## config.mk

```make
export PLATFORM = sky130hd
export DESIGN_NAME = flash_cmd_seq_flat
export DESIGN_NICKNAME = d
export VERILOG_FILES = /design/src/rtl/flash_cmd_seq_pkg.sv /design/src/rtl/flash_cmd_seq_if.sv /design/src/rtl/flash_cmd_seq_baud_gen.sv /design/src/rtl/flash_cmd_seq.sv /design/src/flat_wrapper.sv
export SDC_FILE = /design/constraint.sdc
export NUM_CORES = 1
export LEC_CHECK = 0
export ABC_CLOCK_PERIOD_IN_PS = 2400
export CAP_MARGIN = 15
export CORE_ASPECT_RATIO = 1.4
export CORE_MARGIN = 5
export CORE_UTILIZATION = 47
export CTS_CLUSTER_DIAMETER = 150
export DETAILED_ROUTE_END_ITERATION = 8
export PLACE_DENSITY = 0.77
export SLEW_MARGIN = 10
export SYNTH_ARGS = -nofsm -noshare
export SYNTH_HDL_FRONTEND = slang
export SYNTH_SLANG_ARGS = --single-unit
```

## constraint.sdc

```tcl
create_clock -name clk_sys -period 2.4 [get_ports clk_sys]
set_clock_uncertainty 0.2 [all_clocks]
set_input_delay 0.48 -clock clk_sys [delete_from_list [all_inputs] [get_ports clk_sys]]
set_output_delay 0.48 -clock clk_sys [all_outputs]
set_load 0.05 [all_outputs]
```

## src/rtl/flash_cmd_seq_pkg.sv

```systemverilog
// ----------------------------------------------------------------------------
// flash_pkg
// Shared definitions for the SPI flash command sequencer:
//   - phase_t   : transaction phase encodings
//   - sub_t     : per-byte handshake encodings
//   - ADDR_BYTES: number of address bytes sent when the address is enabled
//   - TXC_RD / TXC_LAST : bit positions inside the driver tx_cmd nibble
//   - addr_byte : selects one address byte, MSB first
// ----------------------------------------------------------------------------
package flash_pkg;

    typedef enum logic [2:0] {
        PH_IDLE,
        PH_OPC,
        PH_ADDR,
        PH_DUMMY,
        PH_DATA,
        PH_GAP
    } phase_t;

    typedef enum logic [1:0] {
        SB_ISSUE,
        SB_WR_WAIT,
        SB_WAIT_HI,
        SB_WAIT_LO
    } sub_t;

    localparam logic [8:0] ADDR_BYTES = 9'd3;

    localparam int unsigned TXC_RD   = 0;
    localparam int unsigned TXC_LAST = 1;

    function automatic logic [7:0] addr_byte(input logic [23:0] addr, input logic [1:0] idx);
        case (idx)
            2'd0:    return addr[23:16];
            2'd1:    return addr[15:8];
            default: return addr[7:0];
        endcase
    endfunction

endpackage

```

## src/rtl/flash_cmd_seq_if.sv

```systemverilog
// ----------------------------------------------------------------------------
// flash_cmd_seq_if
// Byte-level handshake between the command sequencer and the SPI byte driver.
//   baud_en      seq -> drv  baud tick
//   drv_tx_en    seq -> drv  1-cycle byte start
//   drv_tx_cmd   seq -> drv  bit0 read, bit1 last byte
//   drv_tx_data  seq -> drv  byte to transmit
//   drv_tx_busy  drv -> seq  driver busy
//   drv_rx_data  drv -> seq  received byte
//   drv_rx_valid drv -> seq  received-byte strobe
// master = sequencer side, slave = driver side.
// ----------------------------------------------------------------------------
interface flash_cmd_seq_if;

    logic       baud_en;
    logic       drv_tx_en;
    logic [3:0] drv_tx_cmd;
    logic [7:0] drv_tx_data;
    logic       drv_tx_busy;
    logic [7:0] drv_rx_data;
    logic       drv_rx_valid;

    modport master (
        output baud_en, drv_tx_en, drv_tx_cmd, drv_tx_data,
        input  drv_tx_busy, drv_rx_data, drv_rx_valid
    );

    modport slave (
        input  baud_en, drv_tx_en, drv_tx_cmd, drv_tx_data,
        output drv_tx_busy, drv_rx_data, drv_rx_valid
    );

endinterface

```

## src/rtl/flash_cmd_seq_baud_gen.sv

```systemverilog
// ----------------------------------------------------------------------------
// spi_baud_gen
// Free-running modulo-BAUD_DIV counter; o_baud_en pulses for one cycle when
// the count reaches BAUD_DIV-1.
//   clk_sys   in  system clock
//   rst_n     in  asynchronous active-low reset
//   o_baud_en out baud tick
// ----------------------------------------------------------------------------
module spi_baud_gen #(
    parameter int unsigned BAUD_DIV = 4
) (
    input  logic clk_sys,
    input  logic rst_n,
    output logic o_baud_en
);

    localparam int unsigned     CW   = (BAUD_DIV < 2) ? 1 : $clog2(BAUD_DIV);
    localparam logic [CW-1:0]   LAST = CW'(BAUD_DIV - 1);

    logic [CW-1:0] r_cnt;

    always_ff @(posedge clk_sys or negedge rst_n) begin
        if (!rst_n)
            r_cnt <= '0;
        else if (r_cnt == LAST)
            r_cnt <= '0;
        else
            r_cnt <= r_cnt + CW'(1);
    end

    assign o_baud_en = (r_cnt == LAST);

endmodule

```

## src/rtl/flash_cmd_seq.sv

```systemverilog
// ----------------------------------------------------------------------------
// flash_cmd_seq
// Sequences one SPI flash transaction through the byte driver:
// opcode, optional 3-byte address, dummy bytes, then read or write data.
//   clk_sys, rst_n             clock, async active-low reset
//   cmd_req / cmd_*            command request and fields (latched on cmd_ack)
//   cmd_ack, cmd_done          1-cycle pulses: fields latched / CS_n released
//   cmd_busy                   high from cmd_ack until the CS gap expires
//   wr_data_req/wr_data/_vld   write-data handshake, one byte per request
//   rd_data, rd_data_vld       read data forwarded from the driver
//   drv                        byte driver handshake (flash_cmd_seq_if.master)
// ----------------------------------------------------------------------------
module flash_cmd_seq
    import flash_pkg::*;
#(
    parameter int unsigned U_DLY    = 1,
    parameter int unsigned BAUD_DIV = 4,
    parameter int unsigned CS_GAP   = 4
) (
    input  logic        clk_sys,
    input  logic        rst_n,
    input  logic        cmd_req,
    input  logic [7:0]  cmd_opcode,
    input  logic        cmd_addr_en,
    input  logic [23:0] cmd_addr,
    input  logic [3:0]  cmd_dummy,
    input  logic        cmd_rd,
    input  logic [8:0]  cmd_len,
    output logic        cmd_ack,
    output logic        cmd_done,
    output logic        cmd_busy,
    output logic        wr_data_req,
    input  logic [7:0]  wr_data,
    input  logic        wr_data_vld,
    output logic [7:0]  rd_data,
    output logic        rd_data_vld,
    flash_cmd_seq_if.master drv
);

    localparam int unsigned   GW       = (CS_GAP < 1) ? 1 : $clog2(CS_GAP + 1);
    localparam logic [GW-1:0] GAP_LAST = GW'(CS_GAP);

    // Register delay is a simulation-only notion; kept as a parameter for
    // instantiation compatibility.
    logic [31:0] w_unused_dly;
    assign w_unused_dly = U_DLY;

    logic w_baud;

    spi_baud_gen #(.BAUD_DIV(BAUD_DIV)) u_baud (
        .clk_sys   (clk_sys),
        .rst_n     (rst_n),
        .o_baud_en (w_baud)
    );

    phase_t         r_phase, w_phase_nx;
    sub_t           r_sub,   w_sub_nx;
    logic [8:0]     r_cnt,   w_cnt_nx;
    logic [GW-1:0]  r_gap,   w_gap_nx;

    logic [7:0]  r_opc;
    logic        r_addr_en;
    logic [23:0] r_addr;
    logic [3:0]  r_dummy;
    logic        r_rd;
    logic [8:0]  r_len;

    logic        r_ack, r_done, r_busy, r_wr_req, r_tx_en, r_rd_vld;
    logic [3:0]  r_tx_cmd;
    logic [7:0]  r_tx_data, r_rd_data;

    logic        w_ack, w_done, w_wr_req, w_issue;
    logic        w_phase_end, w_final, w_wr_byte, w_data_rd, w_tail_empty;
    logic [8:0]  w_dummy9;
    logic [7:0]  w_tx_byte;
    logic [3:0]  w_tx_cmd;

    // Byte position decode: end of current phase and end of whole sequence.
    always_comb begin
        w_dummy9     = {5'd0, r_dummy};
        w_tail_empty = (r_dummy == 4'd0) && (r_len == 9'd0);
        w_wr_byte    = (r_phase == PH_DATA) && !r_rd;
        w_data_rd    = (r_phase == PH_DATA) && r_rd;
        w_phase_end  = 1'b0;
        w_final      = 1'b0;
        w_tx_byte    = 8'h00;
        case (r_phase)
            PH_OPC: begin
                w_phase_end = 1'b1;
                w_final     = !r_addr_en && w_tail_empty;
                w_tx_byte   = r_opc;
            end
            PH_ADDR: begin
                w_phase_end = (r_cnt == ADDR_BYTES - 9'd1);
                w_final     = w_phase_end && w_tail_empty;
                w_tx_byte   = addr_byte(r_addr, r_cnt[1:0]);
            end
            PH_DUMMY: begin
                w_phase_end = (r_cnt == w_dummy9 - 9'd1);
                w_final     = w_phase_end && (r_len == 9'd0);
            end
            PH_DATA: begin
                w_phase_end = (r_cnt == r_len - 9'd1);
                w_final     = w_phase_end;
                w_tx_byte   = r_rd ? 8'h00 : wr_data;
            end
            default: ;
        endcase
        w_tx_cmd           = '0;
        w_tx_cmd[TXC_RD]   = w_data_rd;
        w_tx_cmd[TXC_LAST] = w_final;
    end

    // Next-state logic for phase and per-byte handshake.
    always_comb begin
        w_phase_nx = r_phase;
        w_sub_nx   = r_sub;
        w_cnt_nx   = r_cnt;
        w_gap_nx   = r_gap;
        w_ack      = 1'b0;
        w_done     = 1'b0;
        w_wr_req   = 1'b0;
        w_issue    = 1'b0;
        case (r_phase)
            PH_IDLE: begin
                if (cmd_req) begin
                    w_ack      = 1'b1;
                    w_phase_nx = PH_OPC;
                    w_sub_nx   = SB_ISSUE;
                    w_cnt_nx   = '0;
                end
            end
            PH_GAP: begin
                // Counts CS_GAP+1 ticks so at least CS_GAP full baud periods
                // elapse regardless of tick alignment when the gap starts.
                if (w_baud) begin
                    if (r_gap == GAP_LAST)
                        w_phase_nx = PH_IDLE;
                    else
                        w_gap_nx = r_gap + GW'(1);
                end
            end
            PH_OPC, PH_ADDR, PH_DUMMY, PH_DATA: begin
                case (r_sub)
                    SB_ISSUE: begin
                        if (w_wr_byte) begin
                            w_wr_req = 1'b1;
                            w_sub_nx = SB_WR_WAIT;
                        end else begin
                            w_issue  = 1'b1;
                            w_sub_nx = SB_WAIT_HI;
                        end
                    end
                    SB_WR_WAIT: begin
                        if (wr_data_vld) begin
                            w_issue  = 1'b1;
                            w_sub_nx = SB_WAIT_HI;
                        end
                    end
                    SB_WAIT_HI: begin
                        if (drv.drv_tx_busy)
                            w_sub_nx = SB_WAIT_LO;
                    end
                    SB_WAIT_LO: begin
                        if (!drv.drv_tx_busy) begin
                            w_sub_nx = SB_ISSUE;
                            if (w_final) begin
                                w_done     = 1'b1;
                                w_phase_nx = PH_GAP;
                                w_gap_nx   = '0;
                                w_cnt_nx   = '0;
                            end else if (w_phase_end) begin
                                w_cnt_nx = '0;
                                if (r_phase == PH_OPC && r_addr_en)
                                    w_phase_nx = PH_ADDR;
                                else if (r_phase != PH_DUMMY && r_dummy != 4'd0)
                                    w_phase_nx = PH_DUMMY;
                                else
                                    w_phase_nx = PH_DATA;
                            end else begin
                                w_cnt_nx = r_cnt + 9'd1;
                            end
                        end
                    end
                    default: w_sub_nx = SB_ISSUE;
                endcase
            end
            default: w_phase_nx = PH_IDLE;
        endcase
    end

    always_ff @(posedge clk_sys or negedge rst_n) begin
        if (!rst_n) begin
            r_phase <= PH_IDLE;
            r_sub   <= SB_ISSUE;
            r_cnt   <= '0;
            r_gap   <= '0;
        end else begin
            r_phase <= w_phase_nx;
            r_sub   <= w_sub_nx;
            r_cnt   <= w_cnt_nx;
            r_gap   <= w_gap_nx;
        end
    end

    always_ff @(posedge clk_sys or negedge rst_n) begin
        if (!rst_n) begin
            r_opc     <= '0;
            r_addr_en <= 1'b0;
            r_addr    <= '0;
            r_dummy   <= '0;
            r_rd      <= 1'b0;
            r_len     <= '0;
            r_ack     <= 1'b0;
            r_done    <= 1'b0;
            r_busy    <= 1'b0;
            r_wr_req  <= 1'b0;
            r_tx_en   <= 1'b0;
            r_tx_cmd  <= '0;
            r_tx_data <= '0;
            r_rd_data <= '0;
            r_rd_vld  <= 1'b0;
        end else begin
            r_ack    <= w_ack;
            r_done   <= w_done;
            r_wr_req <= w_wr_req;
            r_tx_en  <= w_issue;
            r_busy   <= (w_phase_nx != PH_IDLE);
            if (w_ack) begin
                r_opc     <= cmd_opcode;
                r_addr_en <= cmd_addr_en;
                r_addr    <= cmd_addr;
                r_dummy   <= cmd_dummy;
                r_rd      <= cmd_rd;
                r_len     <= cmd_len;
            end
            if (w_issue) begin
                r_tx_data <= w_tx_byte;
                r_tx_cmd  <= w_tx_cmd;
            end
            r_rd_vld <= 1'b0;
            if (w_data_rd && drv.drv_rx_valid) begin
                r_rd_vld  <= 1'b1;
                r_rd_data <= drv.drv_rx_data;
            end
        end
    end

    assign cmd_ack          = r_ack;
    assign cmd_done         = r_done;
    assign cmd_busy         = r_busy;
    assign wr_data_req      = r_wr_req;
    assign rd_data          = r_rd_data;
    assign rd_data_vld      = r_rd_vld;
    assign drv.baud_en      = w_baud;
    assign drv.drv_tx_en    = r_tx_en;
    assign drv.drv_tx_cmd   = r_tx_cmd;
    assign drv.drv_tx_data  = r_tx_data;

endmodule
```

## src/flat_wrapper.sv

```systemverilog
// flat-port wrapper written by rule: the top's interface ports become plain ports
module flash_cmd_seq_flat import flash_pkg::*;
#(
    parameter int unsigned U_DLY    = 1,
    parameter int unsigned BAUD_DIV = 4,
    parameter int unsigned CS_GAP   = 4
)
  (clk_sys, rst_n, cmd_req, cmd_opcode, cmd_addr_en, cmd_addr, cmd_dummy, cmd_rd, cmd_len, cmd_ack, cmd_done, cmd_busy, wr_data_req, wr_data, wr_data_vld, rd_data, rd_data_vld, drv_baud_en, drv_drv_tx_en, drv_drv_tx_cmd, drv_drv_tx_data, drv_drv_tx_busy, drv_drv_rx_data, drv_drv_rx_valid);
  flash_cmd_seq_if drv_i ();
  input  logic clk_sys;
  input  logic rst_n;
  input  logic cmd_req;
  input  logic [7:0] cmd_opcode;
  input  logic cmd_addr_en;
  input  logic [23:0] cmd_addr;
  input  logic [3:0] cmd_dummy;
  input  logic cmd_rd;
  input  logic [8:0] cmd_len;
  output logic cmd_ack;
  output logic cmd_done;
  output logic cmd_busy;
  output logic wr_data_req;
  input  logic [7:0] wr_data;
  input  logic wr_data_vld;
  output logic [7:0] rd_data;
  output logic rd_data_vld;
  output wire logic [$bits(drv_i.baud_en)-1:0] drv_baud_en;
  output wire logic [$bits(drv_i.drv_tx_en)-1:0] drv_drv_tx_en;
  output wire logic [$bits(drv_i.drv_tx_cmd)-1:0] drv_drv_tx_cmd;
  output wire logic [$bits(drv_i.drv_tx_data)-1:0] drv_drv_tx_data;
  input wire logic [$bits(drv_i.drv_tx_busy)-1:0] drv_drv_tx_busy;
  input wire logic [$bits(drv_i.drv_rx_data)-1:0] drv_drv_rx_data;
  input wire logic [$bits(drv_i.drv_rx_valid)-1:0] drv_drv_rx_valid;
  assign drv_baud_en = drv_i.baud_en;
  assign drv_drv_tx_en = drv_i.drv_tx_en;
  assign drv_drv_tx_cmd = drv_i.drv_tx_cmd;
  assign drv_drv_tx_data = drv_i.drv_tx_data;
  assign drv_i.drv_tx_busy = drv_drv_tx_busy;
  assign drv_i.drv_rx_data = drv_drv_rx_data;
  assign drv_i.drv_rx_valid = drv_drv_rx_valid;
  flash_cmd_seq #(.U_DLY(U_DLY), .BAUD_DIV(BAUD_DIV), .CS_GAP(CS_GAP)) u_core (.clk_sys(clk_sys), .rst_n(rst_n), .cmd_req(cmd_req), .cmd_opcode(cmd_opcode), .cmd_addr_en(cmd_addr_en), .cmd_addr(cmd_addr), .cmd_dummy(cmd_dummy), .cmd_rd(cmd_rd), .cmd_len(cmd_len), .cmd_ack(cmd_ack), .cmd_done(cmd_done), .cmd_busy(cmd_busy), .wr_data_req(wr_data_req), .wr_data(wr_data), .wr_data_vld(wr_data_vld), .rd_data(rd_data), .rd_data_vld(rd_data_vld), .drv(drv_i));
endmodule
```

* Word-level counts from Yosys, hierarchy flattened
Cells that the tools add are included.
** Storage, ports and cells
- Flip-flop bits (word level) :: 90
- Input port bits :: 69
- Output and inout port bits :: 27
- Word-level logic and storage cells :: 122
** Cells by class
- Add/subtract/negate cells :: 5
- Equality and inequality tests :: 24
- Multiplexer cells :: 49
- Reductions and logical operators :: 24
** Operators by type and width (number)
- two-way mux 9 bit :: 5
- two-way mux 3 bit :: 14
- case mux 8 bit (3 select lines) :: 1
- equality test 9 bit :: 2
- case mux 9 bit (2 select lines) :: 1
- case mux 8 bit (2 select lines) :: 1
- two-way mux 1 bit :: 13
- two-way mux 2 bit :: 6
- adder 9 x 1 -> 9 bit, second input constant :: 1
- equality test 3 bit, second input constant :: 3
- equality test 9 x 2 -> 1 bit, second input constant :: 1
- logical AND 1 bit :: 9
- zero test 9 bit :: 1
- inequality test 3 bit, second input constant :: 3
- case mux 3 bit (3 select lines) :: 1
- subtractor 9 x 1 -> 9 bit, second input constant :: 1
- two-way mux 8 bit :: 1
- inequality test 2 bit, second input constant :: 4
- case mux 1 bit (4 select lines) :: 2
- case mux 2 bit (4 select lines) :: 1
- equality test 2 bit, second input constant :: 3
- equality test 3 x 2 -> 1 bit, second input constant :: 2
- case mux 3 bit (2 select lines) :: 1
- AND reduction 6 bit :: 1
- other kinds (19) :: 24

* Longest topological paths before layout
Gate-level depths: netlist of the first run.
- Depth in word-level cells :: 10
- Mapped depth :: 9
- Mapped depth without buffers :: 9

* Cells and area by module
Synthesis of the first run repeated with hierarchy kept, for this count alone.
** Second synthesis, totals
- Cells, all modules :: 416
- Area, all modules :: 4634.4 sq um
** By module, submodules not included
- flash_cmd_seq :: instances 1, cells an instance 412, area an instance 4568.1 sq um, sequential area each 2202.1 sq um
- spi_baud_gen :: instances 1, cells an instance 4, area an instance 66.3 sq um, sequential area each 50.0 sq um

* Worst setup path after synthesis of the first run
No wires, ideal clock.
- Kind :: flip-flop to flip-flop
- Start :: register u_core.r_cnt[5]
- End :: register u_core.r_phase[0]
- Setup time :: 70 ps
- Arrival time :: 2272 ps
- Required time :: 2130 ps
- Path slack :: -142 ps
- Cell stages (with the launch flop) :: 9
- Path buffers :: 1
- Clock period less this slack :: 2542 ps
- Cells stage by stage :: dfrtp_1 > buf_6 > or4_4 > a211o_1 > a211o_1 > o21a_1 > nor2_2 > mux2_2 > nand3_1
** On the way
- Word-level cells in the longest chain between the ends :: 7
- Elaborated cells between the ends (all ways) :: 12
- Classes of those cells :: 3 x eq/ne; 7 x mux; 2 x reduce/logical
** RTL lines
- from (decl) :: RTL line flash_cmd_seq.sv:58 : logic [8:0] r_cnt, w_cnt_nx;
- from (signal assigned) :: RTL line flash_cmd_seq.sv:201 : r_cnt <= w_cnt_nx;
- equality test 9 bit (tied with other cells) :: RTL line flash_cmd_seq.sv:103 : w_phase_end = (r_cnt == r_len - 9'd1);
- case mux 1 bit (4 select lines) (tied with other cells) :: RTL line flash_cmd_seq.sv:87 : case (r_phase)
- two-way mux 3 bit or case mux 1 bit (4 select lines) (tied branches) :: RTL line flash_cmd_seq.sv:172, flash_cmd_seq.sv:87
- two-way mux 3 bit * :: RTL line flash_cmd_seq.sv:167 : if (w_final) begin
- two-way mux 3 bit * :: RTL line flash_cmd_seq.sv:165 : if (!drv.drv_tx_busy) begin
- two-way mux 3 bit * :: RTL line flash_cmd_seq.sv:144 : case (r_sub)
- case mux 3 bit (3 select lines) * :: RTL line flash_cmd_seq.sv:124 : case (r_phase)
- via u_core.w_phase_nx[0] :: RTL line flash_cmd_seq.sv:56 : phase_t r_phase, w_phase_nx;
- to (signal assigned) :: RTL line flash_cmd_seq.sv:199 : r_phase <= w_phase_nx;
- to (decl) :: RTL line flash_cmd_seq.sv:56
Mark *: on every way through the listed nets, which the timed path passes. The rest lies on a longest branch.
A chain may end at the register's enable or synchronous reset.

* Final worst setup path of the first run
- Start :: register u_core.r_len[4]
- End :: register u_core.r_busy, in the netlist u_core.cmd_busy
** On the way
- Word-level cells in the longest chain between the ends :: 9
- Elaborated cells between the ends (all ways) :: 15
- Classes of those cells :: 1 x add/sub; 1 x eq/ne; 7 x mux; 6 x reduce/logical
** RTL lines
- from (decl) :: RTL line flash_cmd_seq.sv:66 : logic [8:0] r_len;
- from (signal assigned) :: RTL line flash_cmd_seq.sv:235 : r_len <= cmd_len;
- subtractor 9 x 1 -> 9 bit or zero test 9 bit (tied branches) :: RTL line flash_cmd_seq.sv:103, flash_cmd_seq.sv:81, flash_cmd_seq.sv:100
- equality test 9 bit or logical AND 1 bit (tied branches) :: RTL line flash_cmd_seq.sv:103, flash_cmd_seq.sv:81
- case mux 1 bit (4 select lines) (tied with other cells) :: RTL line flash_cmd_seq.sv:87
- two-way mux 3 bit or case mux 1 bit (4 select lines) (tied branches) :: RTL line flash_cmd_seq.sv:172, flash_cmd_seq.sv:87
- two-way mux 3 bit * :: RTL line flash_cmd_seq.sv:167
- two-way mux 3 bit * :: RTL line flash_cmd_seq.sv:165
- two-way mux 3 bit * :: RTL line flash_cmd_seq.sv:144
- case mux 3 bit (3 select lines) * :: RTL line flash_cmd_seq.sv:124
- nonzero test 3 bit * :: RTL line flash_cmd_seq.sv:228 : r_busy <= (w_phase_nx != PH_IDLE);
- to (signal assigned) :: RTL line flash_cmd_seq.sv:228
- to (decl) :: RTL line flash_cmd_seq.sv:68 : logic r_ack, r_done, r_busy, r_wr_req, r_tx_en, r_rd_vld;
Mark *: on every way between the ends. The rest lies on a longest branch, timed or not.

==> metrics, run 1 <==
CTS tree yes; final setup margin -0.0558 ns; Worst Path Max Fanout 5; Multi-input gate area ~2500 sq um; Yosys warning total 0; portion of total power attributed to the clock network 0.164; growth of design area from synthesis to finish 42.7%; total clock buffers created by CTS 9; core box area between 9000 and 10000 sq um; critical path start-end classification register to register; Pre-Repair DR Iteration Count 4; worst setup path startpoint u_core.r_len[4]; PD cells about 1300 nW/um^2; max-cap violations 0; CP Data Arrival Time ~2.5 ns; count of input and output buffers 93; share of power burned in registers 0.303; initial core utilization 0.476; path category of the worst min-delay check register to register; relative max-transition margin 0.615; most frequently used flop master after synthesis sky130_fd_sc_hd__dfrtp_1; utilization after layout 0.679; width of the die about 94 microns; register area 2250 sq um; Distinct cells, synth 60; setup repair after global routing missed its margin true; Yosys top cell area share 0.483; largest net degree at the start of global routing 55; via-per-instance ratio approximately 5.2; DIE AREA 12000 sq um; Top Ports between 90 and 100; cell internal pwr 4.75 mW; logic gate share of total power 0.534; Filler Cells Inserted 777; first-pass GRT wire length ~21000 microns; height of the die around 130 microns; leakage power slightly above 3 nW; shortest clock period the worst path allows after layout 2.46 ns; global-route total usage across every layer 0.223; number of slew-limit violations in the final report 0; count of flip-flops with a built-in enable after synthesis 0; maximum number of buffers from clock root to sink 2; number of antenna violations at the first check in global routing 0; starting DRC count in detailed routing about 270; master cell of the clock root buffer sky130_fd_sc_hd__clkbuf_16; total number of vias 4184; share of final-layout standard cells stronger than drive strength 1 0.187; Mapped Avg Cell Area roughly 8.9 sq um; number of standard cells after synthesis around 520; final net count approximately 750; period utilisation layout 1.02; NetSw 3.59 mW; final setup violation count 5; number of global-route vias before repair 4322; pre-CTS WS -0.164 ns; number of storage elements in the synthesis netlist 90; count of antenna-violating nets left after detailed routing 0; clock latency reported for the late side of the worst-skew pair approximately 0.34 ns; violated checks setup timing; largest area contributor in the netlist sky130_fd_sc_hd__dfrtp_1; wirelength, routed 12900 microns; count of antenna diodes in the layout 0; Switching Fraction 0.430; sum of net half-perimeters after detailed placement around 9600 microns; CTS clock-pin slew for the worst setup and hold paths approximately 0.07 ns; reg2reg start u_core.r_len[4]; GP Congestion between 0.9 and 1; transition time at the pin with the least slew margin between 0.5 and 0.6 ns; clock sink count 90; Max VDD drop about 0.58 mV; required time reported for the critical path endpoint between 2 and 2.5 ns; maximum operating frequency ~0.4 GHz; hold violation count in the final report 0; startpoint of the worst hold path u_core.u_baud.r_cnt[0]; sequential fraction of the synthesis area 0.483; outcome finished with violations; Area contributors post-synth sky130_fd_sc_hd__dfrtp_1 48%, sky130_fd_sc_hd__nand2_1 14%, sky130_fd_sc_hd__ha_1 3.8%; Worst setup SP type register; Netlist Area Pre-Place around 4700 sq um; CTS H-tree depth 3; wire length per cell about 16 microns; proportion of synthesized flip-flops having asynchronous set or reset 1.00; number of DRC violations after detailed routing 0; total overflow reported by the global router 0; element type at the critical path end register; number of placement rows 43
[area by class of cell]
| class | count | area share |
|---|---|---|
| multi-input cells | 389 | 0.370 |
| flip-flops and latches | 90 | 0.339 |
| repair buffers | 152 | 0.210 |
| clock buffers | 9 | 0.0339 |
| well taps | 135 | 0.0254 |
| inverters | 20 | 0.0113 |
| clock inverters | 7 | 0.0105 |
[stage by stage]
| step | hold WS [ns] | instance area (sq um) | TNS, ns | instances | total power [mW] |
|---|---|---|---|---|---|
| after floorplan | -0.0156 | 4700 | -0.574 | 525 | 4.93 |
| after global placement | 0.216 | 6090 | -0.382 | 782 | 6.37 |
| after detailed placement | 0.221 | 6090 | -1.41 | 782 | 6.47 |
| after CTS | 0.231 | 6480 | -0.197 | 800 | 8.06 |
| after global routing | 0.244 | 6650 | -1.08 | 802 | 8.89 |
| final | 0.228 | 6650 | -0.189 | 802 | 8.34 |
[placed cells by master, fill, tap and decap left out, types with 9 or more instances in the layout]
master / instances
sky130_fd_sc_hd__inv_1: 18
sky130_fd_sc_hd__o21ai_0: 23
sky130_fd_sc_hd__clkdlybuf4s50_1: 91
sky130_fd_sc_hd__nor2_1: 12
sky130_fd_sc_hd__dfrtp_1: 90
sky130_fd_sc_hd__nand2_1: 169
sky130_fd_sc_hd__a21oi_1: 16
sky130_fd_sc_hd__xnor2_1: 9
sky130_fd_sc_hd__a22oi_1: 10
sky130_fd_sc_hd__mux2_2: 9
sky130_fd_sc_hd__clkbuf_16: 9
sky130_fd_sc_hd__buf_4: 55
sky130_fd_sc_hd__ha_1: 13
[path summary, 6_finish.rpt]
path / to / slack (ns) / cells after the start
setup / recovery: u_core.cmd_busy / -0.06 / 6
hold / removal: u_core.u_baud.r_cnt[0] / 0.23 / 1
setup reg to reg: u_core.cmd_busy / -0.06 / 6
hold reg to reg: u_core.u_baud.r_cnt[0] / 0.23 / 1
max in group asynchronous: u_core.r_addr[7] / 0.90 / 3
min in group asynchronous: u_core.rd_data[7] / 0.46 / 2
[critical path, cell delays in order (launching register included)]
cell	delay, ns
sky130_fd_sc_hd__dfrtp_1	0.41
sky130_fd_sc_hd__or4_4	0.58
sky130_fd_sc_hd__buf_6	0.14
sky130_fd_sc_hd__o311a_4	0.40
sky130_fd_sc_hd__o32a_4	0.36
sky130_fd_sc_hd__o21a_1	0.22
sky130_fd_sc_hd__nand3_1	0.09
[synth_stat cells (2+ instances only)]
master / instances
sky130_fd_sc_hd__o21ai_1: 3
sky130_fd_sc_hd__o211ai_1: 3
sky130_fd_sc_hd__a22oi_1: 10
sky130_fd_sc_hd__a31oi_1: 4
sky130_fd_sc_hd__nor2_1: 12
sky130_fd_sc_hd__buf_2: 2
sky130_fd_sc_hd__nand2b_1: 6
sky130_fd_sc_hd__inv_1: 19
sky130_fd_sc_hd__mux2_2: 10
sky130_fd_sc_hd__a21o_1: 5
sky130_fd_sc_hd__o311ai_0: 2
sky130_fd_sc_hd__or3_1: 6
sky130_fd_sc_hd__nor3b_1: 2
sky130_fd_sc_hd__a21oi_1: 19
sky130_fd_sc_hd__and4_1: 2
sky130_fd_sc_hd__xnor2_1: 10
sky130_fd_sc_hd__buf_4: 2
sky130_fd_sc_hd__dfrtp_1: 90
sky130_fd_sc_hd__nand3_1: 9
sky130_fd_sc_hd__buf_1: 2
sky130_fd_sc_hd__or2_2: 2
sky130_fd_sc_hd__a221oi_1: 8
sky130_fd_sc_hd__o21ai_0: 28
sky130_fd_sc_hd__a211o_1: 2
sky130_fd_sc_hd__nor2b_1: 8
sky130_fd_sc_hd__ha_1: 14
sky130_fd_sc_hd__nand2_1: 169
sky130_fd_sc_hd__nor3_1: 10
sky130_fd_sc_hd__nand4_1: 3
sky130_fd_sc_hd__o21a_1: 5
sky130_fd_sc_hd__buf_6: 2
sky130_fd_sc_hd__o21ba_2: 2
sky130_fd_sc_hd__clkbuf_1: 17
sky130_fd_sc_hd__xor2_1: 8
sky130_fd_sc_hd__nor4_1: 3
[routing by layer]
metal / global-route usage / wire (microns) / up-vias
met5: 0 / 0 / -
met4: 0.0791 / 348 / 0
met3: 0.0311 / 396 / 20
met2: 0.404 / 7040 / 95
met1: 0.266 / 5120 / 2015
li1: - / - / 2054
[power groups by stage]
stage	clock [mW]	combinational, mW	sequential (mW)
finish	1.37	4.45	2.52
global route	1.46	4.84	2.59
CTS	1.40	4.15	2.51
detailed placement	0	3.95	2.53
global placement	0	3.88	2.49
floorplan	0	2.11	2.82
[sequential cells by signal, summed over array words and instances, names as in the netlist, 3 cells and up]
signal and flops:
u_core.r_addr 24, u_core.r_cnt 9, u_core.r_len 9, u_core.drv.drv_tx_data 8
u_core.r_opc 8, u_core.rd_data 8, u_core.r_dummy 4, u_core.r_gap 3
u_core.r_phase 3
[logic make-up (layout without fill, tap and decap cells)]
logic type,after synthesis,after routing,share of synthesized area
simple gates,240,240,0.227
fa+ha+maj,14,14,0.0376
mux,11,11,0.0263
compound gates,104,104,0.147
xor+xnor,18,18,0.0338
flops,90,90,0.483
buf+inv,46,188,0.0438
other cells,1,2,0.000805
[timing repair]
| action | in CTS | in global routing |
|---|---|---|
| setup endpoints to repair | 18 | 18 |
| setup buffers | 1 | 2 |
| gates resized for setup | 17 | 27 |
| hold endpoints to repair | 37 | 0 |
| hold buffers | 1 | 0 |
| pin swaps | 13 | 13 |
Power figures use the tool's default switching activity.
==> run 2, diff against run 1 <==
--- a/config.mk
+++ b/config.mk
@@ -9,10 +9,10 @@
 export CAP_MARGIN = 15
 export CORE_ASPECT_RATIO = 1.4
 export CORE_MARGIN = 5
-export CORE_UTILIZATION = 47
+export CORE_UTILIZATION = 46
 export CTS_CLUSTER_DIAMETER = 150
 export DETAILED_ROUTE_END_ITERATION = 8
-export PLACE_DENSITY = 0.77
+export DONT_BUFFER_PORTS = 1
 export SLEW_MARGIN = 10
 export SYNTH_ARGS = -nofsm -noshare
 export SYNTH_HDL_FRONTEND = slang
==> run 2 against run 1 <==
Compared with the run above:
- cell count decreased by 12%
- sequential share of layout area increased by 6.3 points
- the run ends with hold timing, setup timing left
- wire length decreased by 5.8%
- fmax decreased by 3.7%
- clock power about the same
- critical path depth increased by 3
- global-route usage decreased by 2.0 points
- register-to-register slack got worse by 0.095 ns
- non-clock buffer count decreased by 100
- first-iteration DRC count decreased by 38%
- combinational power decreased by 23%
- clock-buffer cell count unchanged
==> metrics, run 2 (synthesized netlist as in run 1, its figures left out) <==
outcome finished with violations; violated checks hold timing, setup timing; number of global-route vias before repair 3849 (-11%); first-pass GRT wire length 19200 microns (-9.2%); commonest cells after routing, fill and taps aside 168 x sky130_fd_sc_hd__nand2_1, 90 x sky130_fd_sc_hd__dfrtp_1, 47 x sky130_fd_sc_hd__buf_4; logic gate share of total power 0.444 (-0.090); growth of design area from synthesis to finish 20.2%; CTS tree yes; total clock buffers created by CTS 9 (unchanged); Multi-input gate area 2400 sq um (-2.5%); width of the die 95.1 microns (+0.97%); transition time at the pin with the least slew margin 0.722 ns (+0.145 ns); register area 2250 sq um (unchanged); minimum setup slack among reg-to-reg paths -0.15 ns (-0.10 ns); required time reported for the critical path endpoint 2.44 ns (-0.04 ns); DIE AREA 12300 sq um (+2.0%); Filler Cells Inserted 938 (+21%); Biggest register u_core.r_addr; relative max-transition margin 0.515 (-0.0998); CP Data Arrival Time 2.59 ns (+0.06 ns); total buffers and inverters traversed by the critical path 2 (+1); portion of total power attributed to the clock network 0.180 (+0.016); period utilisation layout 1.06 (+0.0396); number of slew-limit violations in the final report 0 (unchanged); worst r2r dst u_core.r_phase[1]; element type at the critical path end register; final setup violation count 17 (+12); count of input and output buffers 0 (-100%); setup repair after global routing missed its margin true; slowest cell on the critical path sky130_fd_sc_hd__o32a_4; wirelength, routed 12200 microns (-5.8%); worst hold slack -0.372 ns (-0.600 ns); count of antenna diodes in the layout 0 (unchanged); core box area 9900 sq um (+1.1%); sum of net half-perimeters after detailed placement 8850 microns (-7.7%); via-per-instance ratio 5.46 (+4.6%); largest registers u_core.r_addr: 24 flops, u_core.r_cnt: 9 flops, u_core.r_len: 9 flops; max-cap violations 0 (unchanged); starting DRC count in detailed routing 164 (-38%); initial core utilization 0.471 (-0.00517); PD cells 1380 nW/um^2 (+10%); critical path start-end classification register to register; commonest non-fill, non-tap cell in the layout sky130_fd_sc_hd__nand2_1; global-route total usage across every layer 0.203 (-0.0197); GP Congestion 0.898 (-2.7%); reg2reg start u_core.r_len[2]; share of power burned in registers 0.376 (+0.073); final setup margin -0.151 ns (-0.0950 ns); number of cells on the worst reg-to-reg path 9 (+3); number of antenna violations at the first check in global routing 0 (unchanged); total overflow reported by the global router 0 (unchanged); Max VDD drop 0.623 mV (+6.9%); total number of cells along the worst setup path 9 (+3); path category of the worst min-delay check input port to async pin; shortest clock period the worst path allows after layout 2.55 ns (+0.0950 ns); total number of vias 3835 (-8.3%); maximum operating frequency 0.392 GHz (-3.7%); final total power 7.75 mW (-7.0%); Switching Fraction 0.439 (+0.00908); flip-flop count of the largest register after layout 24 (unchanged); number of placement rows 43 (unchanged); utilization after layout 0.566 (-0.113); Slowest Stage Delay on Critical Path 0.41 ns (-0.17 ns); Worst Path Max Fanout 5 (unchanged); largest net degree at the start of global routing 91 (+65%); leakage power 2.65 nW (-13%); clock latency reported for the late side of the worst-skew pair 0.35 ns (about the same); master cell of the clock root buffer sky130_fd_sc_hd__clkbuf_16; Pre-Repair DR Iteration Count 5 (+1); count of antenna-violating nets left after detailed routing 0 (unchanged); pre-CTS WS -0.149 ns (+0.0150 ns); clock sink count 90 (unchanged); maximum number of buffers from clock root to sink 2 (unchanged); NetSw 3.41 mW (-5.1%); worst setup path startpoint u_core.r_len[2]; wire length per cell 17.3 microns (+7.4%); CTS clock-pin slew for the worst setup and hold paths 0.07 ns (about the same); Top Ports 96 (unchanged); CTS H-tree depth 3 (unchanged); height of the die 129 microns (+1.0%); number of DRC violations after detailed routing 0 (unchanged); final net count 646 (-13%); cell internal pwr 4.35 mW (-8.5%); Worst setup SP type register; hold violation count in the final report 90 (+90); delay-heaviest family, CP compound AO/OA/AOI/OAI gates; ordered list of cells on the worst path or3_4, buf_6, buf_4, nor4_2, o211ai_1, o311a_4, o32a_4, nand2b_4, o21a_1; share of final-layout standard cells stronger than drive strength 1 0.199 (+0.0115)
==> run 2: cell count changes in the layout (fill, tap and decap cells not counted), sizes merged <==
cell	before	now
o21ai	32	33
clkdlybuf4s50	91	0
dlygate4sd3	1	0
buf	60	52
==> run 2: worst max path at each step <==
stage	end	slack, ns
after CTS	u_core.r_phase[1]	-0.08
after global placement	u_core.r_cnt[0]	-0.13
after detailed placement	u_core.r_cnt[2]	-0.15
final	u_core.r_phase[1]	-0.15
after global routing	u_core.r_phase[1]	-0.21
after floorplan	u_core.r_phase[0]	-0.14
==> run 2: layout make-up <==
cell class | instances | share of cell area
repair buffers | 52 | 0.0730
inverters | 20 | 0.0134
clock inverters | 7 | 0.0129
multi-input cells | 390 | 0.428
flip-flops and latches | 90 | 0.402
clock buffers | 9 | 0.0402
well taps | 135 | 0.0301
==> run 2: through the flow <==
step | std cells | TNS (ns) | area, sq um
global route | 703 | -2.60 | 5600
global placement | 679 | -0.693 | 5070
floorplan | 525 | -0.574 | 4700
detailed placement | 679 | -1.26 | 5070
finish | 703 | -1.33 | 5600
CTS | 699 | -0.419 | 5430
==> run 2: power by group through the flow <==
stage / combinational, mW / sequential [mW] / clock [mW]
2_1_floorplan: 2.11 / 2.82 / 0
3_3_place_gp: 3.00 / 2.92 / 0
3_5_place_dp: 3.05 / 2.94 / 0
4_1_cts: 3.17 / 2.92 / 1.43
5_1_grt: 3.81 / 2.99 / 1.51
6_report: 3.44 / 2.92 / 1.40
==> run 2: metal layers <==
layer / vias up / GRT usage / wire length (microns)
li1: 1861 / - / -
met1: 1849 / 0.237 / 4710
met2: 94 / 0.336 / 6370
met3: 31 / 0.0587 / 653
met4: 0 / 0.106 / 425
met5: - / 0 / 0
==> run 2: timing repair <==
item                                   in CTS  in global routing
setup buffers                               3                  4
resized for setup                           7                 31
pin swaps                                   9                 21
setup endpoints to repair                  18                 18
endpoints found under the hold margin      90                 90
cloned                                      1                  0
==> run 2: worst register-to-register path: stages (launching register included) <==
cell	delay, ns
sky130_fd_sc_hd__dfrtp_1	0.39
sky130_fd_sc_hd__or3_4	0.40
sky130_fd_sc_hd__buf_6	0.14
sky130_fd_sc_hd__buf_4	0.13
sky130_fd_sc_hd__nor4_2	0.22
sky130_fd_sc_hd__o211ai_1	0.13
sky130_fd_sc_hd__o311a_4	0.17
sky130_fd_sc_hd__o32a_4	0.41
sky130_fd_sc_hd__nand2b_4	0.16
sky130_fd_sc_hd__o21a_1	0.10
==> run 3, diff against run 2 <==
--- a/config.mk
+++ b/config.mk
@@ -13,6 +13,7 @@
 export CTS_CLUSTER_DIAMETER = 150
 export DETAILED_ROUTE_END_ITERATION = 8
 export DONT_BUFFER_PORTS = 1
+export RECOVER_POWER = 50
 export SLEW_MARGIN = 10
 export SYNTH_ARGS = -nofsm -noshare
 export SYNTH_HDL_FRONTEND = slang
==> run 3 against run 2 <==
Compared with the run above:
- the run still ends with hold timing, setup timing left
- cell count unchanged
- clock power barely moved
- final area fell by 0.13%
- power barely moved
- core utilization is 0.076 points lower
- critical path depth unchanged
- via count hardly changed
- combinational power about the same
- critical endpoint unchanged
- highest routed layer unchanged
==> metrics, run 3 (synthesized netlist as in run 1, its figures left out) <==
max-cap violations 0 (unchanged); element type at the critical path end register; number of placement rows 43 (unchanged); Total Neg Setup Slack -1.32 ns (+0.0100 ns); CTS clock-pin slew for the worst setup and hold paths 0.07 ns (about the same); share of final-layout standard cells stronger than drive strength 1 0.195 (-0.00352); number of slew-limit violations in the final report 0 (unchanged); wirelength, routed 12100 microns (-0.12%); largest net degree at the start of global routing 91 (unchanged); worst hold slack -0.372 ns (+0.000191 ns); Filler Cells Inserted 942 (+0.43%); maximum number of buffers from clock root to sink 2 (unchanged); wire length per cell 17.3 microns (-0.12%); count of input and output buffers 0 (unchanged); first-pass GRT wire length 19200 microns (unchanged); relative max-transition margin 0.515 (unchanged); sum of net half-perimeters after detailed placement 8850 microns (unchanged); maximum operating frequency 0.392 GHz (about the same); global-route total usage across every layer 0.203 (unchanged); GP Congestion 0.898 (unchanged); DIE AREA 12300 sq um (unchanged); PD cells 1380 nW/um^2 (about the same); number of DRC violations after detailed routing 0 (unchanged); Pre-Repair DR Iteration Count 5 (unchanged); pre-CTS WS -0.149 ns (unchanged); Switching Fraction 0.439 (about the same); clock sink count 90 (unchanged); height of the die 129 microns (unchanged); total number of vias 3836 (+0.026%); Max VDD drop 0.623 mV (about the same); setup repair after global routing missed its margin true; count of antenna-violating nets left after detailed routing 0 (unchanged); final setup margin -0.150 ns (+0.000325 ns); required time reported for the critical path endpoint 2.44 ns (about the same); hold violation count in the final report 90 (unchanged); total clock buffers created by CTS 9 (unchanged); slowest cell on the critical path sky130_fd_sc_hd__o32a_4; largest registers u_core.r_addr: 24 flops, u_core.r_cnt: 9 flops, u_core.r_len: 9 flops; violated checks hold timing, setup timing; leakage power 2.65 nW (-0.27%); cell area after layout 5600 sq um (-0.13%); Worst setup SP type register; cell internal pwr 4.35 mW (about the same); Biggest register u_core.r_addr; clock latency reported for the late side of the worst-skew pair 0.35 ns (about the same); starting DRC count in detailed routing 164 (unchanged); flip-flop count of the largest register after layout 24 (unchanged); growth of design area from synthesis to finish 20.1%; CTS tree yes; portion of total power attributed to the clock network 0.180 (about the same); commonest non-fill, non-tap cell in the layout sky130_fd_sc_hd__nand2_1; utilization after layout 0.565 (-0.000758); final net count 646 (unchanged); share of power burned in registers 0.377 (about the same); logic gate share of total power 0.443 (about the same); number of antenna violations at the first check in global routing 0 (unchanged); NetSw 3.40 mW (about the same); number of global-route vias before repair 3849 (unchanged); cell area after placement 5070 sq um (unchanged); CP Data Arrival Time 2.59 ns (about the same); Worst Path Max Fanout 5 (unchanged); Top Ports 96 (unchanged); commonest cells after routing, fill and taps aside 168 x sky130_fd_sc_hd__nand2_1, 90 x sky130_fd_sc_hd__dfrtp_1, 45 x sky130_fd_sc_hd__buf_4; initial core utilization 0.471 (unchanged); CTS H-tree depth 3 (unchanged); master cell of the clock root buffer sky130_fd_sc_hd__clkbuf_16; final setup violation count 16 (-1); total overflow reported by the global router 0 (unchanged); count of antenna diodes in the layout 0 (unchanged); number of cells on the worst reg-to-reg path 9 (unchanged); ordered list of cells on the worst path or3_4, buf_6, buf_4, nor4_2, o211ai_1, o311a_4, o32a_4, nand2b_4, o21a_1; outcome finished with violations; Slowest Stage Delay on Critical Path 0.41 ns (about the same); period utilisation layout 1.06 (about the same); width of the die 95.1 microns (unchanged); via-per-instance ratio 5.46 (about the same); critical path start-end classification register to register; core box area 9900 sq um (unchanged); transition time at the pin with the least slew margin 0.722 ns (unchanged); shortest clock period the worst path allows after layout 2.55 ns (-0.000325 ns); path category of the worst min-delay check input port to async pin
==> run 3: layout make-up <==
class,count,area [sq um],share of cell area
flip-flops and latches,90,2250,0.402
multi-input cells,390,2400,0.429
well taps,135,169,0.0302
repair buffers,52,402,0.0718
clock inverters,7,72.6,0.0130
inverters,20,75.1,0.0134
clock buffers,9,225,0.0402
==> run 3: power groups by stage <==
stage,Clock (mW),Sequential [mW],Combinational (mW)
2_1_floorplan,0,2.82,2.11
3_3_place_gp,0,2.92,3.00
3_5_place_dp,0,2.94,3.05
4_1_cts,1.43,2.92,3.17
5_1_grt,1.51,2.99,3.81
6_report,1.40,2.92,3.44
==> run 3: repair_timing <==
item	CTS	global route
cloned	1	0
pin swaps	9	21
endpoints found under the hold margin	90	90
gates resized for setup	7	31
setup endpoints to repair	18	18
setup buffers	3	4
==> run 3: path summary, 6_finish.rpt <==
kind / endpoint / slack, ns / start
worst max-delay path: u_core.r_phase[1] / -0.15 / u_core.r_len[2]
worst min-delay path: u_core.r_len[1] / -0.37 / rst_n
worst max register to register: u_core.r_phase[1] / -0.15 / u_core.r_len[2]
worst min register to register: u_core.u_baud.r_cnt[0] / 0.23 / u_core.u_baud.r_cnt[0]
max in group asynchronous: u_core.wr_data_req / 2.23 / rst_n
min in group clk_sys: u_core.r_opc[3] / 0.04 / cmd_opcode[3]
==> run 3: routing by layer <==
metal	track usage	part of all wire	vias to the layer above
li1	-	-	1860
met1	0.237	0.39	1847
met2	0.336	0.52	97
met3	0.0587	0.053	32
met4	0.106	0.036	0
met5	0	0	-
==> run 3: worst max-delay path, delay by kind of cell (launching register included) <==
family	cells	cell delay, ns
simple gates	3	0.78
flops	1	0.39
buf+inv	2	0.27
compound gates	4	0.81
==> run 3: per-stage QoR <==
stage	total power, mW	std cells
floorplan	4.93	525
global placement	5.92	679
detailed placement	6.00	679
CTS	7.51	699
global route	8.31	703
finish	7.75	703
